### src/rtl/alu_arith_seq.sv
// Slice-serial add/subtract unit: A+B, A-B, -B, B+1 over WIDTH bits,
// SLICE bits per clock, with N/Z/C/O flags and valid/ready on both sides.
module alu_arith_seq #(
    parameter int WIDTH = 32,
    parameter int SLICE = 8
) (
    input  logic             clk,
    input  logic             rst,
    input  logic             in_valid,
    output logic             in_ready,
    input  logic [1:0]       f,
    input  logic [WIDTH-1:0] a,
    input  logic [WIDTH-1:0] b,
    output logic             out_valid,
    input  logic             out_ready,
    output logic [WIDTH-1:0] s,
    output logic             flag_n,
    output logic             flag_z,
    output logic             flag_c,
    output logic             flag_o
);

    localparam int NS = WIDTH / SLICE;
    localparam int CW = (NS > 1) ? $clog2(NS) : 1;

    generate
        if (WIDTH < 2) begin : g_bad_width
            $error("alu_arith_seq: WIDTH must be >= 2");
        end
        if (SLICE < 1 || (WIDTH % SLICE) != 0) begin : g_bad_slice
            $error("alu_arith_seq: WIDTH must be a multiple of SLICE");
        end
    endgenerate

    typedef enum logic [1:0] {IDLE, RUN, DONE} state_t;

    state_t           state_q, state_d;
    logic [WIDTH-1:0] a_q, a_d;      // conditioned operand A
    logic [WIDTH-1:0] b_q, b_d;      // conditioned operand B
    logic [WIDTH-1:0] s_q, s_d;
    logic             carry_q, carry_d;
    logic             zacc_q, zacc_d;
    logic [CW-1:0]    cnt_q, cnt_d;
    logic             n_q, n_d, z_q, z_d, c_q, c_d, o_q, o_d;

    logic [SLICE-1:0] a_sl, b_sl;
    logic [SLICE:0]   sum;
    logic             last;
    int               off;

    // One slice of the ripple chain, selected by the slice counter
    always_comb begin
        off  = int'(cnt_q) * SLICE;
        a_sl = a_q[off +: SLICE];
        b_sl = b_q[off +: SLICE];
        sum  = {1'b0, a_sl} + {1'b0, b_sl} + {{SLICE{1'b0}}, carry_q};
        last = (cnt_q == CW'(NS - 1));
    end

    // Next-state and handshake outputs; operands are conditioned once at accept
    always_comb begin
        state_d   = state_q;
        a_d       = a_q;
        b_d       = b_q;
        s_d       = s_q;
        carry_d   = carry_q;
        zacc_d    = zacc_q;
        cnt_d     = cnt_q;
        n_d       = n_q;
        z_d       = z_q;
        c_d       = c_q;
        o_d       = o_q;
        in_ready  = 1'b0;
        out_valid = 1'b0;
        unique case (state_q)
            IDLE: begin
                in_ready = 1'b1;
                if (in_valid) begin
                    a_d     = f[1] ? '0 : a;
                    b_d     = b ^ {WIDTH{f[1] ^ f[0]}};
                    carry_d = f[1] | f[0];
                    cnt_d   = '0;
                    zacc_d  = 1'b1;
                    state_d = RUN;
                end
            end
            RUN: begin
                s_d[off +: SLICE] = sum[SLICE-1:0];
                carry_d = sum[SLICE];
                zacc_d  = zacc_q & (sum[SLICE-1:0] == '0);
                if (last) begin
                    // top slice holds the operand/result sign bits
                    n_d     = sum[SLICE-1];
                    z_d     = zacc_q & (sum[SLICE-1:0] == '0);
                    c_d     = sum[SLICE];
                    o_d     = (~a_sl[SLICE-1] & ~b_sl[SLICE-1] &  sum[SLICE-1]) |
                              ( a_sl[SLICE-1] &  b_sl[SLICE-1] & ~sum[SLICE-1]);
                    state_d = DONE;
                end else begin
                    cnt_d = cnt_q + 1'b1;
                end
            end
            DONE: begin
                out_valid = 1'b1;
                if (out_ready) state_d = IDLE;
            end
            default: state_d = IDLE;
        endcase
    end

    // State register with synchronous reset discarding any in-flight op
    always_ff @(posedge clk) begin
        if (rst) begin
            state_q <= IDLE;
            a_q     <= '0;
            b_q     <= '0;
            s_q     <= '0;
            carry_q <= 1'b0;
            zacc_q  <= 1'b0;
            cnt_q   <= '0;
            n_q     <= 1'b0;
            z_q     <= 1'b0;
            c_q     <= 1'b0;
            o_q     <= 1'b0;
        end else begin
            state_q <= state_d;
            a_q     <= a_d;
            b_q     <= b_d;
            s_q     <= s_d;
            carry_q <= carry_d;
            zacc_q  <= zacc_d;
            cnt_q   <= cnt_d;
            n_q     <= n_d;
            z_q     <= z_d;
            c_q     <= c_d;
            o_q     <= o_d;
        end
    end

    assign s      = s_q;
    assign flag_n = n_q;
    assign flag_z = z_q;
    assign flag_c = c_q;
    assign flag_o = o_q;

endmodule

### config.mk
export PLATFORM = sky130hd
export DESIGN_NAME = alu_arith_seq
export DESIGN_NICKNAME = d
export VERILOG_FILES = /design/src/rtl/alu_arith_seq.sv
export SDC_FILE = /design/constraint.sdc
export NUM_CORES = 1
export LEC_CHECK = 0
export ABC_AREA = 1
export CAP_MARGIN = 20
export CORE_MARGIN = 1.5
export CORE_UTILIZATION = 30
export CTS_CLUSTER_DIAMETER = 150
export DETAILED_ROUTE_END_ITERATION = 10
export GPL_TIMING_DRIVEN = 0
export PLACE_DENSITY = 0.56
export SYNTH_ARGS = -nofsm -noshare
export SYNTH_HDL_FRONTEND = slang
export SYNTH_SLANG_ARGS = --single-unit
### constraint.sdc
create_clock -name clk -period 3.2 [get_ports clk]
set_input_delay 0.8 -clock clk [delete_from_list [all_inputs] [get_ports clk]]
set_output_delay 0.8 -clock clk [all_outputs]
set_load 0.03 [all_outputs]
### Word-level counts from Yosys, hierarchy flattened

Cells that the tools add are included.
Widths: inputs -> output; s select.

* register bits after elaboration: 106
* latch bits: 0
* bits in writable memories: 0
* memory bits (read-only): 0
* bits of input ports: 70
* output and inout bits: 38
* logic and storage cells: 61
* memories kept: 0

* $add $sub $neg: 4
* multipliers: 0
* divide/modulo/power cells: 0
* $lt $le $gt $ge: 0
* eq/ne operators: 7
* shift-type cells: 4
* multiplexer cells: 15
* bitwise operators: 12
* reduce and logical (&&, ||, !) cells: 8

Operator list (number)
* $shiftx 32x6->8: 2
* $neg 5->33: 1
* $shift 8x33->32 const A: 1
* $shiftx 8x33->32: 1
* $bwmux 32: 1
* $mux 32: 1
* $xor 32x32->32: 1
* $mux 2: 5
* $add 8x8->9: 1
* $add 9x1->9: 1
* $logic_not 8->1: 1
* $ne 2x2->1 const B: 4
* $pmux 2 s3: 1
* $reduce_and 2->1: 3
* $reduce_and 3->1: 2
* $and 1x1->1: 5
* $eq 2x2->1 const B: 2
* $mux 1: 4
* $pmux 1 s2: 2
* $pmux 2 s2: 1
* $not 1->1: 3
* $add 2x1->2 const B: 1
* $eq 2x1->1 const B: 1
* $logic_not 2->1: 1
* 3 further kinds: 4

### Longest topological paths before layout

* depth in word-level cells: 6
* gate-level depth with buffers: 18
* mapped depth without buffers: 17

### Worst setup path before layout

No wires, ideal clock.

* kind: register -> register
* start point: reg cnt_q[0]
* end point: reg carry_q
* library setup time: 0.070 ns
* data arrival time: 2.602 ns
* data required time: 3.130 ns
* setup slack: 0.528 ns
* stages on the path, launching flop included: 18
* path buffers: 2
* period minus slack after synthesis: 2.672 ns
* cell sequence: dfxtp_1 > buf_2 > buf_2 > nand2_1 > a32o_1 > fa_1 > fa_1 > inv_1 > nand2_1 > nand2_1 > nand3_1 > nand2_1 > nand2_1 > nand2_1 > nand2_1 > nand2_1 > nand2_1 > a21oi_1

* longest elaborated chain between the ends: 4
* elaborated cells between the ends (all ways): 5
* classes of those cells: add/sub: 2; shift: 2; mux: 1

Ends and longest elaborated chain
* start, declared: RTL line 43 `logic [CW-1:0] cnt_q, cnt_d;`
* start signal, assigned: RTL line 132 `cnt_q <= cnt_d;`
* $shiftx 32x6->8 (on tied branches): RTL line 54, 55
* $add 8x8->9 (*): RTL line 56 `sum = {1'b0, a_sl} + {1'b0, b_sl} + {{SLICE{1'b0}}, carry_q};`
* $add 9x1->9 (*): RTL line 56
* $pmux 1 s2 (*): RTL line 75 `unique case (state_q)`
* end signal, assigned: RTL line 130 `carry_q <= carry_d;`
* end, declared: RTL line 41 `logic carry_q, carry_d;`

Every way passes the cells marked *; elsewhere a longest branch is shown, timed or not.
A chain may end at the register's enable or synchronous reset.

### Worst setup path in the final report

Ends and elaborated chain as after synthesis.

==> reports/results.ini <==
[status]
status = finished clean

[yosys]
yosys_warnings = 0
syn-instance-count = 682
synth_common_cells = nand2_1, dfxtp_1, a21oi_1, nor2_1, nand3_1
synthTopCellsByArea = dfxtp_1, nand2_1, a21oi_1
syn_nets = 769
avgSynthCellArea_um2 = 7.51
synth.largest_area_cell = dfxtp_1
ys_seq_area_frac = 0.414
syn_area_um2 = 5120
yosysMostFrequentCell = nand2_1
synth_ff_type = dfxtp_1
synth_cell_types = 32
synth_seq_cells = 106
synth_edf_count = 0
synth_top_cell_area_share = 0.414
synthArstFlopShare = 0

[sta]
rsz0062_at_grt = false
fmax_ghz = 0.342
period_needed_ns = 2.93
drv_slew = 0
fin_worst_skew_ns = 0.00745
relSlewSlack = 0.559
hold_viol = 0
period_share = 0.915
final-setup-viol-count = 0
tightestPinTransition_ns = 0.662

[detailed_routing]
wl_per_cell_um = 14.8
viasPerCell = 4.72
firstDrtPassIters = 4
vias = 4829
drtIter0Drc = 334
drc = 0
antenna_left = 0
routed_wl_um = 15100

[min_path]
hold_path_end = a_q[10]
min_from = a_q[10]
hold_class = reg2reg
hold_depth = 2

[finish]
layout-drive-gt1-share = 0.0647
fillers = 1800
final_cell_area_um2 = 6790
final_nets = 886
antennaDiodeCount = 0
area_growth_pct = 32.5
fin_cells = 1024

[critical_path]
regToRegSetupSlack_ns = 0.27
critPathCaptureType = register
path_delay_family = adder cells
cpMaxStageDelayCell = fa_1
r2r-start = cnt_q[0]
critical_path_buf_inv_count = 3
crit_required_ns = 3.49
critical_path_class = reg2reg
cp-start-kind = register
cp.arrival_ns = 3.22
crit_fanout = 10
max_stage_delay_ns = 0.45
worstSetupPathDepth = 17
crit_chain = buf_6, clkbuf_4, nand2_1, a32o_1, fa_1, fa_2, inv_1, nand2_1, nand2_1, nand3_1, nand2_1, nand2_1, nand2_1, nand2_1, nand2_1, nand2_1, a21oi_1
r2r_end = carry_q
ff2ff_path_depth = 17
cpMostUsedCell = nand2_1

[clock_tree]
cts_max_level = 3
postCtsSetupBuffers = 0
clkTransAtPathRegs_ns = 0.07
cts-root-buf = clkbuf_16
cts_buffers = 9
cts_tree = done
max-clock-path-buffers = 2
cts_sinks = 106
insertion_delay_ns = 0.36
postCtsHoldBufs = 0

[die]
die_area_um2 = 17900
start_util = 0.308
die_h_um = 134
ioPinCount = 108
coreArea_um2 = 16600
std_cell_rows = 47
die_w_um = 134

[global_routing]
globalRouteMet1Util = 0.237
antenna_found_initial = 0
gr-usage-met3 = 0.0342
grt.busiest_layer = met2
grt_max_degree = 18
track_usage = 0.176
grt_pass1_wl_um = 24400
overflow = 0
grt_pass1_vias = 4669
grt_use_met2 = 0.278

[placement]
dp_hpwl_um = 11600
port_buffers = 106
place.gp.congestion = 0.863
place_area_um2 = 6460
dp_cells = 1008

[pwr]
power-per-cell-area_nw_per_um2 = 509
vdd.ir_drop.worst_v = 0.000333
p_leak_uw = 0.00254

[run]
drv_cap = 0

## logic make-up after synthesis
logic type | Yosys count | share of synthesized area
simple gates | 273 | 0.229
compound gates | 160 | 0.182
flops | 106 | 0.414
buf+inv | 93 | 0.0738
xor+xnor | 33 | 0.0564
fa+ha+maj | 17 | 0.0445
## worst min-delay path, stage by stage (launching register included)
cell	delay, ns
dfxtp_1	0.31
nand2_1	0.06
a21oi_1	0.05
## cell type report
| type | count | area [um2] | share of cell area |
|---|---|---|---|
| Sequential cell | 106 | 2120 | 0.313 |
| Clock inverter | 6 | 67.6 | 0.00995 |
| Inverter | 50 | 191 | 0.0282 |
| Buffer | 43 | 208 | 0.0306 |
| Multi-Input combinational cell | 483 | 2630 | 0.388 |
| Clock buffer | 10 | 229 | 0.0337 |
| Timing Repair Buffer | 106 | 1060 | 0.156 |
| Tap cell | 220 | 275 | 0.0405 |
## how the worst max path moves through the flow
stage,start,endpoint
2_1_floorplan,cnt_q[0],carry_q
3_3_place_gp,cnt_q[0],s[26]
3_5_place_dp,cnt_q[0],zacc_q
4_1_cts,cnt_q[0],carry_q
5_1_grt,cnt_q[0],flag_z
6_report,cnt_q[0],carry_q
## state kept, by name (all words and copies together), names as in the netlist
signal and cells:
cnt_q 2, flag_o 1, a_q 32, s 32
flag_c 1, carry_q 1, flag_n 1, flag_z 1
state_q 2, b_q 32, zacc_q 1
## what timing repair did
action | in CTS | in global routing
gates resized for setup | 2 | 18
hold endpoints to repair | 0 | 0
endpoints found under the setup margin | 6 | 19
## layer usage
layer,vias up,part of all wire
li1,2528,-
met1,2157,0.49
met2,123,0.44
met3,21,0.047
met4,0,0.022
met5,-,0
## power breakdown
group | total [uW] | switching [uW] | internal, uW
Combinational | 900 | 558 | 342
Sequential | 1430 | 44.3 | 1390
Clock | 1120 | 515 | 609
## placed cells by master (no fill, tap or decap), types with 2 or more instances in the layout
cell type / instances
nand2_1: 131
clkdlybuf4s50_1: 106
dfxtp_1: 104
a21oi_1: 76
nor2_1: 71
nand3_1: 52
inv_1: 46
o21ai_0: 31
a211oi_1: 29
xnor2_1: 28
clkbuf_1: 21
ha_1: 15
buf_2: 12
o22ai_1: 10
nand4_1: 9
clkbuf_16: 9
a32oi_1: 6
clkbuf_2: 4
nor2_4: 4
a22oi_1: 4
xor2_1: 4
clkinvlp_4: 3
buf_4: 3
clkbuf_4: 2
inv_2: 2
nor3_1: 2
clkinv_4: 2
dfxtp_2: 2
## metrics by stage
stage | hold WS, ns | setup WS (ns) | total power, uW | utilization | setup TNS (ns)
after floorplan | 0.424 | 0.528 | 2020 | - | 0
after global placement | 0.450 | -0.0741 | 2350 | 0.388 | -0.222
after detailed placement | 0.452 | -0.0570 | 2350 | 0.388 | -0.154
after CTS | 0.463 | 0.0408 | 3470 | 0.406 | 0
after global routing | 0.478 | 0.0186 | 3630 | 0.408 | 0
final | 0.465 | 0.273 | 3460 | 0.408 | 0
(Power assumes the default switching activity.)
==> edit: new RTL, same flow settings <==
`a_q` no longer has a reset.
--- a/src/rtl/alu_arith_seq.sv
+++ b/src/rtl/alu_arith_seq.sv
@@ -112,7 +112,6 @@
     always_ff @(posedge clk) begin
         if (rst) begin
             state_q <= IDLE;
-            a_q     <= '0;
             b_q     <= '0;
             s_q     <= '0;
             carry_q <= 1'b0;
@@ -124,7 +123,6 @@
             o_q     <= 1'b0;
         end else begin
             state_q <= state_d;
-            a_q     <= a_d;
             b_q     <= b_d;
             s_q     <= s_d;
             carry_q <= carry_d;
@@ -137,6 +135,10 @@
         end
     end
 
+    always_ff @(posedge clk) begin
+        a_q <= a_d;
+    end
+
     assign s      = s_q;
     assign flag_n = n_q;
     assign flag_z = z_q;
Function: no difference found for any inputs over 10 cycles, from zero or initial values and one cycle with rst high; that may be too few to reach the edited logic, so the function may still have changed.
==> edit against the unedited design <==
Core utilization fell by 0.45 points; wire length shrank 8.5%; largest power group unchanged; via count decreased by 7.4%; sequential cell count unchanged; final area increased by 2.1%; power rose by 7.1%; synthesized area grew 2.2%; fmax fell by 0.85%; setup slack got worse by 0.025 ns.
==> edit: results <==
# TYPE chip_impl_metric gauge
chip_impl_metric{name="synth_edf_count",unit=""} 32
chip_impl_metric{name="worst_path_largest_cell_delay",unit="ns"} 0.38
chip_impl_metric{name="detailroute.via_count",unit=""} 4472
chip_impl_metric{name="final_nets",unit=""} 845
chip_impl_metric{name="power_density",unit="nW/um2"} 535
chip_impl_metric{name="place.gp.congestion",unit=""} 0.832
chip_impl_metric{name="overall_routed_net_length",unit="mm"} 13.8
chip_impl_metric{name="layout.clock.cell_area_share",unit="%"} 4.59
chip_impl_metric{name="gr-usage-all-layers",unit="%"} 15.7
chip_impl_metric{name="met3_length",unit="um"} 683
chip_impl_info{name="timing.rr.end",value="zacc_q$_SDFFE_PP0P_"} 1
chip_impl_metric{name="synth_sequential_area_ratio",unit="%"} 46.7
chip_impl_metric{name="syn-num-nets",unit=""} 727
chip_impl_metric{name="buffer_area_share",unit="%"} 18.4
chip_impl_metric{name="gr-usage-met3",unit="%"} 4.05
chip_impl_metric{name="grt_pass1_wl",unit="mm"} 22.0
chip_impl_metric{name="placedCellCount",unit=""} 970
chip_impl_metric{name="use_met1",unit="%"} 20.5
chip_impl_metric{name="holdWs",unit="ns"} 0.459
chip_impl_metric{name="vdd.ir_drop.worst",unit="uV"} 333
chip_impl_info{name="run_status",value="finished, final reports clean"} 1
chip_impl_metric{name="gr-usage-met2",unit="%"} 25.7
chip_impl_metric{name="slew-limit-headroom",unit="%"} 40.9
chip_impl_metric{name="n_all_inverters",unit=""} 82
chip_impl_metric{name="layout_setup_ws",unit="ns"} 0.248
chip_impl_metric{name="signal_buffers",unit=""} 143
chip_impl_metric{name="vias_in_the_first_global_route",unit=""} 4264
-- edit: cell count changes in the layout (fill, tap and decap cells not counted), moves of 3 or more --
cell                       before  now
sky130_fd_sc_hd__edfxtp_1       0   32
sky130_fd_sc_hd__dfxtp_1      104   72
sky130_fd_sc_hd__nand3_1       52   21
sky130_fd_sc_hd__nand2_1      131   93
sky130_fd_sc_hd__nor2_1        71   98
sky130_fd_sc_hd__clkbuf_1      21   11
sky130_fd_sc_hd__inv_1         46   79
sky130_fd_sc_hd__nand2_2        1    5
sky130_fd_sc_hd__a21oi_1       76   47
sky130_fd_sc_hd__buf_4          3    6
sky130_fd_sc_hd__buf_6          1    5
sky130_fd_sc_hd__buf_2         12    8
-- edit: logic make-up (layout without fill, tap and decap cells) --
logic type	Yosys count	in the layout	share of synthesized area (%)
adder cells (fa/ha/maj)	17	17	4.35
AO/OA/AOI/OAI	130	130	14.9
XOR/XNOR	33	33	5.52
AND/OR/NAND/NOR	236	236	19.1
flip-flops	106	106	46.7
buffers and inverters	118	241	9.49
-- edit: worst min path at each step --
stage                           to
2_1_floorplan  b_q[0]$_SDFFE_PP0P_
3_3_place_gp   b_q[0]$_SDFFE_PP0P_
3_5_place_dp   b_q[0]$_SDFFE_PP0P_
4_1_cts        b_q[0]$_SDFFE_PP0P_
5_1_grt          s[7]$_SDFFE_PP0P_
6_report       b_q[0]$_SDFFE_PP0P_
-- edit: report_power, final --
part	leakage, nW	switching [mW]	internal, mW
sequential	0.922	0.0390	1.48
clock	0.162	0.504	0.670
combinational	1.68	0.632	0.384
-- edit: timing repair --
item	4_1_cts	5_1_grt
pin swaps	0	1
endpoints found under the setup margin	6	24
resized for setup	2	17
setup buffers	0	2
